<file path="src/rtl/pipeline_hazard_ctrl.sv">
// pipeline_hazard_ctrl
//   Central hazard sequencer for the 5-stage IF/ID/EX/MEM/WB pipeline.
//   Produces operand forwarding selects, the single-bubble load-use stall,
//   the taken-branch IF/ID flush, and a whole-pipe freeze while the data
//   memory is busy. A watchdog moves the pipe to a sticky ERROR state after
//   MEM_TIMEOUT consecutive memory-wait cycles; only reset leaves it.
//
//   Optional feature macro: HAZ_PERF_CNT_EN
//     defined   -> saturating stall and flush performance counters
//     undefined -> no counter flops, stall_cnt / flush_cnt tied to zero
module pipeline_hazard_ctrl #(
  parameter int MEM_TIMEOUT = 16,
  parameter int CNT_W       = 16
) (
  input  logic             CLK,
  input  logic             CLR_N,
  input  logic [3:0]       ID_Rn,
  input  logic [3:0]       ID_Rm,
  input  logic             ID_use_rn,
  input  logic             ID_use_rm,
  input  logic             ID_B_instr,
  input  logic             Cond_true,
  input  logic [3:0]       EX_Rd,
  input  logic             EX_RF_enable,
  input  logic             EX_Load_Inst,
  input  logic [3:0]       MEM_Rd,
  input  logic             MEM_RF_enable,
  input  logic             MEM_m_enable,
  input  logic             mem_ready,
  input  logic [3:0]       WB_Rd,
  input  logic             WB_RF_enable,
  output logic [1:0]       FWD_A,
  output logic [1:0]       FWD_B,
  output logic             PC_LE,
  output logic             IF_ID_LE,
  output logic             IF_ID_flush,
  output logic             ID_nop,
  output logic             PIPE_LE,
  output logic             mem_error,
  output logic [CNT_W-1:0] stall_cnt,
  output logic [CNT_W-1:0] flush_cnt
);

  typedef enum logic [1:0] {
    ST_RUN      = 2'd0,
    ST_MEM_WAIT = 2'd1,
    ST_ERROR    = 2'd2
  } state_t;

  // Wait counter must be able to hold MEM_TIMEOUT itself.
  localparam int                WAIT_W    = $clog2(MEM_TIMEOUT + 1);
  localparam logic [WAIT_W-1:0] WAIT_LAST = WAIT_W'(MEM_TIMEOUT - 1);

  localparam logic [1:0] SEL_RF  = 2'b00;
  localparam logic [1:0] SEL_EX  = 2'b01;
  localparam logic [1:0] SEL_MEM = 2'b10;
  localparam logic [1:0] SEL_WB  = 2'b11;

  state_t            state, state_nxt;
  logic [WAIT_W-1:0] wait_cnt, wait_cnt_nxt;
  logic              mem_error_nxt;

  logic [1:0] fwd_a, fwd_b;
  logic       memwait, load_use, branch_taken;
  logic       pc_le, if_id_le, pipe_le, id_nop, flush;

  // Youngest matching producer wins. A load in EX has no data yet, so it is
  // skipped here; the load-use stall covers that case.
  function automatic logic [1:0] fwd_select(
    input logic       used,
    input logic [3:0] src,
    input logic [3:0] ex_rd,
    input logic       ex_ok,
    input logic [3:0] mem_rd,
    input logic       mem_ok,
    input logic [3:0] wb_rd,
    input logic       wb_ok
  );
    logic [1:0] sel;
    sel = SEL_RF;
    if (used && (src != 4'd15)) begin
      if (ex_ok && (ex_rd == src))        sel = SEL_EX;
      else if (mem_ok && (mem_rd == src)) sel = SEL_MEM;
      else if (wb_ok && (wb_rd == src))   sel = SEL_WB;
    end
    return sel;
  endfunction

  // Operand forwarding selects and hazard condition decode.
  always_comb begin
    fwd_a = fwd_select(ID_use_rn, ID_Rn, EX_Rd, EX_RF_enable & ~EX_Load_Inst,
                       MEM_Rd, MEM_RF_enable, WB_Rd, WB_RF_enable);
    fwd_b = fwd_select(ID_use_rm, ID_Rm, EX_Rd, EX_RF_enable & ~EX_Load_Inst,
                       MEM_Rd, MEM_RF_enable, WB_Rd, WB_RF_enable);

    memwait      = MEM_m_enable & ~mem_ready;
    load_use     = EX_Load_Inst & EX_RF_enable &
                   ((ID_use_rn & (ID_Rn == EX_Rd)) |
                    (ID_use_rm & (ID_Rm == EX_Rd)));
    branch_taken = ID_B_instr & Cond_true;
  end

  // State, wait counter and sticky error flag.
  // NOTE: asynchronous active-low reset; every flop here uses non-blocking
  // assignments so all state updates see pre-edge values.
  always_ff @(posedge CLK or negedge CLR_N) begin
    if (!CLR_N) begin
      state     <= ST_RUN;
      wait_cnt  <= '0;
      mem_error <= 1'b0;
    end else begin
      state     <= state_nxt;
      wait_cnt  <= wait_cnt_nxt;
      mem_error <= mem_error_nxt;
    end
  end

  // Next-state logic and Mealy pipeline controls.
  // NOTE: every output of this block is given a default first so no path
  // leaves a signal unassigned and no latch is inferred.
  always_comb begin
    state_nxt     = state;
    wait_cnt_nxt  = wait_cnt;
    mem_error_nxt = mem_error;
    pc_le         = 1'b0;
    if_id_le      = 1'b0;
    pipe_le       = 1'b0;
    id_nop        = 1'b1;
    flush         = 1'b0;

    unique case (state)
      ST_RUN, ST_MEM_WAIT: begin
        if (memwait) begin
          // Freeze everything; the instruction in ID_EX keeps its controls.
          id_nop = 1'b0;
          if (state == ST_RUN) begin
            state_nxt    = ST_MEM_WAIT;
            wait_cnt_nxt = WAIT_W'(1);
          end else if (wait_cnt >= WAIT_LAST) begin
            mem_error_nxt = 1'b1;
            state_nxt     = ST_ERROR;
          end else begin
            wait_cnt_nxt = wait_cnt + WAIT_W'(1);
          end
        end else begin
          state_nxt    = ST_RUN;
          wait_cnt_nxt = '0;
          if (load_use) begin
            // Hold PC and IF/ID, push one bubble into ID_EX.
            pipe_le = 1'b1;
          end else begin
            pc_le    = 1'b1;
            if_id_le = 1'b1;
            pipe_le  = 1'b1;
            id_nop   = 1'b0;
            flush    = branch_taken;
          end
        end
      end
      ST_ERROR: begin
        // Frozen with NOPs until reset.
        state_nxt = ST_ERROR;
      end
      default: begin
        state_nxt = ST_ERROR;
      end
    endcase
  end

  // Reset overrides the Mealy outputs while CLR_N is low.
  assign FWD_A       = CLR_N ? fwd_a : SEL_RF;
  assign FWD_B       = CLR_N ? fwd_b : SEL_RF;
  assign PC_LE       = CLR_N & pc_le;
  assign IF_ID_LE    = CLR_N & if_id_le;
  assign PIPE_LE     = CLR_N & pipe_le;
  assign IF_ID_flush = CLR_N & flush;
  assign ID_nop      = ~CLR_N | id_nop;

`ifdef HAZ_PERF_CNT_EN
  logic [CNT_W-1:0] stall_q, flush_q;

  // Saturating performance counters; ERROR cycles are not counted as stalls.
  always_ff @(posedge CLK or negedge CLR_N) begin
    if (!CLR_N) begin
      stall_q <= '0;
      flush_q <= '0;
    end else begin
      if (!pc_le && (state != ST_ERROR) && (stall_q != '1))
        stall_q <= stall_q + CNT_W'(1);
      if (flush && (flush_q != '1))
        flush_q <= flush_q + CNT_W'(1);
    end
  end

  assign stall_cnt = stall_q;
  assign flush_cnt = flush_q;
`else
  assign stall_cnt = '0;
  assign flush_cnt = '0;
`endif

endmodule

</file>
<file path="config.mk">
export PLATFORM = sky130hd
export DESIGN_NAME = pipeline_hazard_ctrl
export DESIGN_NICKNAME = d
export VERILOG_FILES = /design/src/rtl/pipeline_hazard_ctrl.sv
export SDC_FILE = /design/constraint.sdc
export NUM_CORES = 1
export LEC_CHECK = 0
export CAP_MARGIN = 10
export CORE_ASPECT_RATIO = 1.75
export CORE_MARGIN = 2
export CORE_UTILIZATION = 36
export CTS_BUF_LIST = sky130_fd_sc_hd__clkbuf_16
export DETAILED_ROUTE_END_ITERATION = 8
export PLACE_DENSITY = 0.82
export SETUP_SLACK_MARGIN = 0.02
export SLEW_MARGIN = 40
export SYNTH_ARGS = -nofsm -noshare
export SYNTH_HDL_FRONTEND = slang
export SYNTH_SLANG_ARGS = --single-unit
export TNS_END_PERCENT = 100
</file>
<file path="constraint.sdc">
create_clock -name CLK -period 2.4 [get_ports CLK]
set_input_delay 0.72 -clock CLK [delete_from_list [all_inputs] [get_ports CLK]]
set_output_delay 0.72 -clock CLK [all_outputs]
set_load 0.01 [all_outputs]
</file>
Yosys cells after proc, flatten, opt, wreduce, memory -nomap -nowiden
Cells that the tools add are included.
Widths: inputs -> output; s select.
- register bits after elaboration: 8
- input bits: 32
- output and inout bits: 42
- word-level logic and storage cells: 74
- $add $sub $neg: 1
- magnitude comparators: 1
- equal/unequal tests: 13
- multiplexer cells: 28
- bitwise logic cells: 16
- reduce and logical (&&, ||, !) cells: 12
- operator list (cell ; number):
    $eq 4x4->1 ; 8
    $mux 2 ; 14
    $mux 5 ; 3
    $ne 4x4->1 const B ; 3
    $mux 1 ; 11
    $and 1x1->1 ; 10
    $logic_and 1x1->1 ; 8
    $add 5x1->5 const B ; 1
    $ge 5x4->1 const B ; 1
    $not 1->1 ; 4
    $reduce_and 4->1 ; 1
    $ne 3x3->1 const B ; 1
    $eq 2x1->1 const B ; 1
    $logic_not 2->1 ; 1
    $or 1x1->1 ; 2
    $reduce_and 2->1 ; 1
    $reduce_or 2->1 ; 1

Logic depth before layout (Yosys ltp)
- depth after elaboration: 8
- mapped depth: 6
- mapped depth without buffers: 6

Worst setup path before layout
Ideal clock, no wire load.
- kind: input-to-output
- start point: in MEM_m_enable
- end point: out PC_LE
- arrival: 1670 ps
- required time: 1680 ps
- slack: 10 ps
- stages on the path: 4
- cells stage by stage: nor2b_1 > nor3_1 > nor2b_1 > buf_4
- longest elaborated chain between the ends: 4
- ends and longest elaborated chain (element ; RTL line ; RTL):
    start: declaration ; 28 ; input logic MEM_m_enable,
    $and 1x1->1 ; 96 ; memwait = MEM_m_enable & ~mem_ready;
    $mux 1 (2 in a row) ; n/a ;
    $and 1x1->1 ; n/a ;
    end: declaration ; 34 ; output logic PC_LE,
No other way between the ends.

Worst setup path in the final report
- start point: in ID_Rn[0]
- end point: out ID_nop
- longest elaborated chain between the ends: 8
- ends and longest elaborated chain (element ; RTL line ; RTL):
    start: declaration ; 17 ; input logic [3:0] ID_Rn,
    $eq 4x4->1 ; 98 ; ((ID_use_rn & (ID_Rn == EX_Rd)) |
    $and 1x1->1 ; 98 ;
    $or 1x1->1 ; 98 ;
    $and 1x1->1 ; 97 ; load_use = EX_Load_Inst & EX_RF_enable &
    $mux 1 ; 148 ; if (load_use) begin
    $mux 1 ; 133 ; if (memwait) begin
    $mux 1 ; 131 ; unique case (state)
    $or 1x1->1 ; 177 ; assign ID_nop = ~CLR_N | id_nop;
    end: declaration ; 37 ; output logic ID_nop,
No other way between the ends.

==> flow_summary.toml <==
[run_status]
result_of_the_run = "complete, but fails checks"
violations = "setup timing"

[clock_tree]
clock_tree_from_tritoncts = "built"
ctsRootBufferMaster = "clkbuf_16"
cts.path.max_buffers = 2
maximum_level_of_the_cts_h_tree = 1
clkSinkCount = 8
clk_pin_slew_ns = 0.04
clk-insertion-delay-late_ns = 0.24
cts_made_buffers = 3

[placed_design]
finalWeightedCongestion = 0.842
dp.final_hpwl_um = 2200
post_dp_cell_area_um2 = 1500
buffer_ports.inserted = 41
dp.cells = 210
dp_worst_setup_slack_ns = -0.916

[finish]
utilization = 0.603
most_common_cell_after_layout_fill_and_taps_aside = "conb_1"
layout.nets = 232
stdcell_area_um2 = 1750
syn_to_final_growth_pct = 61.6
layout.cells.most_common_list = "32 x conb_1, 23 x buf_4, 17 x buf_6"
fin_cells = 224
antenna_cells_inserted = 0
multi_input_area_um2 = 861
drive_above_1_share = 0.434
nFillCells = 256
ff_latch_area_um2 = 200

[logic_synthesis]
yosys.cell_types.count = 38
syn_inst = 130
synth-seq-area-share = 0.185
yosys_warning_count = 0
synth-seq-cells = 8
cell_taking_the_most_area_after_synthesis = "buf_4"
netlist.area_leader.share = 0.229
syn_area_per_cell_um2 = 8.32
cell_area_synth_um2 = 1080
ys_top_cells_by_area = "buf_4 23%, dfrtp_1 19%, xnor2_1 9.7%"

[timing]
timing.final.hold_violations = 0
worst_clock_skew_ns = 0.00272
setup_ws_ns = -0.131
slew_viol_final = 0
timing.final.setup_violations = 7
grt_setup_unrepaired = "yes"
fin_hold_ws_ns = 0.415
post-route-period-util = 1.05
tns_ns = -0.511
timing.final.crit_period_ns = 2.53
peak_clock_frequency_supported_by_timing_ghz = 0.395

[critical_path]
worstSetupEndpointType = "output pin"
timing.rr.start = "wait_cnt[0]"
worst_ep_arrival_ns = 1.81
cp_slowest_cell = "a211o_1"
worst-path-buf-inv = 4
crit_path_max_fanout = 2
worst_path_dominant_cell_family = "buffers and inverters"
worst_ep_required_time_ns = 1.68
cp_cell_sequence = "buf_6 -> buf_6 -> xnor2_2 -> nand4_1 -> o22ai_2 -> buf_4 -> a211o_1 -> buf_2"
worst_path_most_repeated_cell = "buf_6"
setup.worst_path.start = "ID_Rn[0]"
worst-setup-path-type = "in2out"
setup.worst_path.start_class = "primary input"
crit_path_max_incr_delay_ns = 0.25

[floorplan]
core_region_area_um2 = 2900
core.rowCount = 26
top_level_ports = 74
dieWidth_um = 45.4
dieHeight_um = 76.5
floorplan.die_area_um2 = 3470
initial_core_util = 0.373

[global_routing]
grt_first_pass_wirelength_um = 4620
antenna_found_initial = 0
grt_use_total = 0.178
global_route.overflow_total = 0
largest_net_degree_at_the_start_of_global_routing = 13
vias_in_the_first_global_route = 1086

[detailed_routing]
vias_per_cell = 4.75
final_ant_viol_nets = 0
routed-via-count = 1063
detail_route.wl_per_cell_um = 13.4
drt_pre_antenna_iters = 4
drt_first_iter_violations = 13
routed_wl_um = 3010
route.detailed.drc = 0

[power]
fin_total_pwr_mw = 0.645
power_leakage_nw = 0.914
powerDensity_nw_per_um2 = 369
peakVddDrop_mv = 0.490

[min_path]
worst_hold_path_type = "in2async"

[flow_run]
drv.max_cap_violation_count = 0
## timing repair
action / in CTS / in global routing
setup buffers: 9 / 2
setup endpoints to repair: 9 / 8
hold buffers: 0 / 0
pin swaps: 26 / 20
resized for setup: 151 / 25
## synth_stat cells
| cell type | count |
|---|---|
| o22a_2 | 1 |
| xnor2_1 | 12 |
| buf_2 | 1 |
| a31o_2 | 1 |
| clkbuf_4 | 1 |
| a31oi_1 | 1 |
| a211oi_1 | 1 |
| and3_4 | 1 |
| and4_1 | 2 |
| a22o_1 | 2 |
| nand2_1 | 3 |
| nand2b_1 | 2 |
| dfrtp_1 | 8 |
| and2_1 | 1 |
| nor3_1 | 7 |
| nor2b_1 | 2 |
| ha_1 | 2 |
| a21oi_1 | 3 |
| nand3_1 | 7 |
| nor2_1 | 5 |
| nor3b_1 | 1 |
| and2_2 | 1 |
| o21ai_0 | 2 |
| nand4_1 | 2 |
| a32oi_1 | 1 |
| a21o_1 | 1 |
| and3_1 | 1 |
| conb_1 | 1 |
| a211o_1 | 1 |
| a211o_4 | 1 |
| o22ai_1 | 1 |
| buf_4 | 33 |
| xor2_1 | 12 |
| a32o_1 | 1 |
| o22a_1 | 2 |
| o211ai_1 | 1 |
| inv_1 | 3 |
| a41oi_1 | 2 |
## per-layer routing
metal,vias up,share of wire,GRT usage
li1,521,-,-
met1,486,0.31,0.158
met2,50,0.61,0.351
met3,6,0.057,0.0190
met4,0,0.018,0.0853
met5,-,0,0
## registers in the layout, summed over array words and instances (netlist names)
register / flops
wait_cnt: 5
state: 2
mem_error: 1
## path summary, 6_finish.rpt
path                            slack (ns)  cells after the start     endpoint
worst max-delay path                 -0.13                      8       ID_nop
max in group asynchronous             1.83                      2  wait_cnt[3]
worst min register to register        0.47                      1    mem_error
worst min-delay path                  0.41                      2     state[1]
min in group CLK                      0.47                      1    mem_error
worst max register to register        0.59                      6  wait_cnt[1]
## kinds of logic after synthesis
family                     Yosys count  share of synthesized area
adders and majority gates            2                     0.0231
buffers and inverters               38                      0.251
xor gates and xnor gates            24                      0.194
AOI/OAI and AO/OA                   22                      0.163
DFF                                  8                      0.185
and+or+nand+nor                     35                      0.179
other                                1                    0.00347
## power by group
part / internal [mW] / switching (mW)
registers: 0.138 / 0.00190
logic: 0.116 / 0.106
clock network: 0.215 / 0.0683
## area by class of cell
class / count / area share
Sequential cell: 8 / 0.115
Multi-Input combinational cell: 115 / 0.493
Timing Repair Buffer: 67 / 0.323
Tap cell: 28 / 0.0201
Inverter: 3 / 0.00645
Clock buffer: 3 / 0.0430
(Power assumes the default switching activity.)
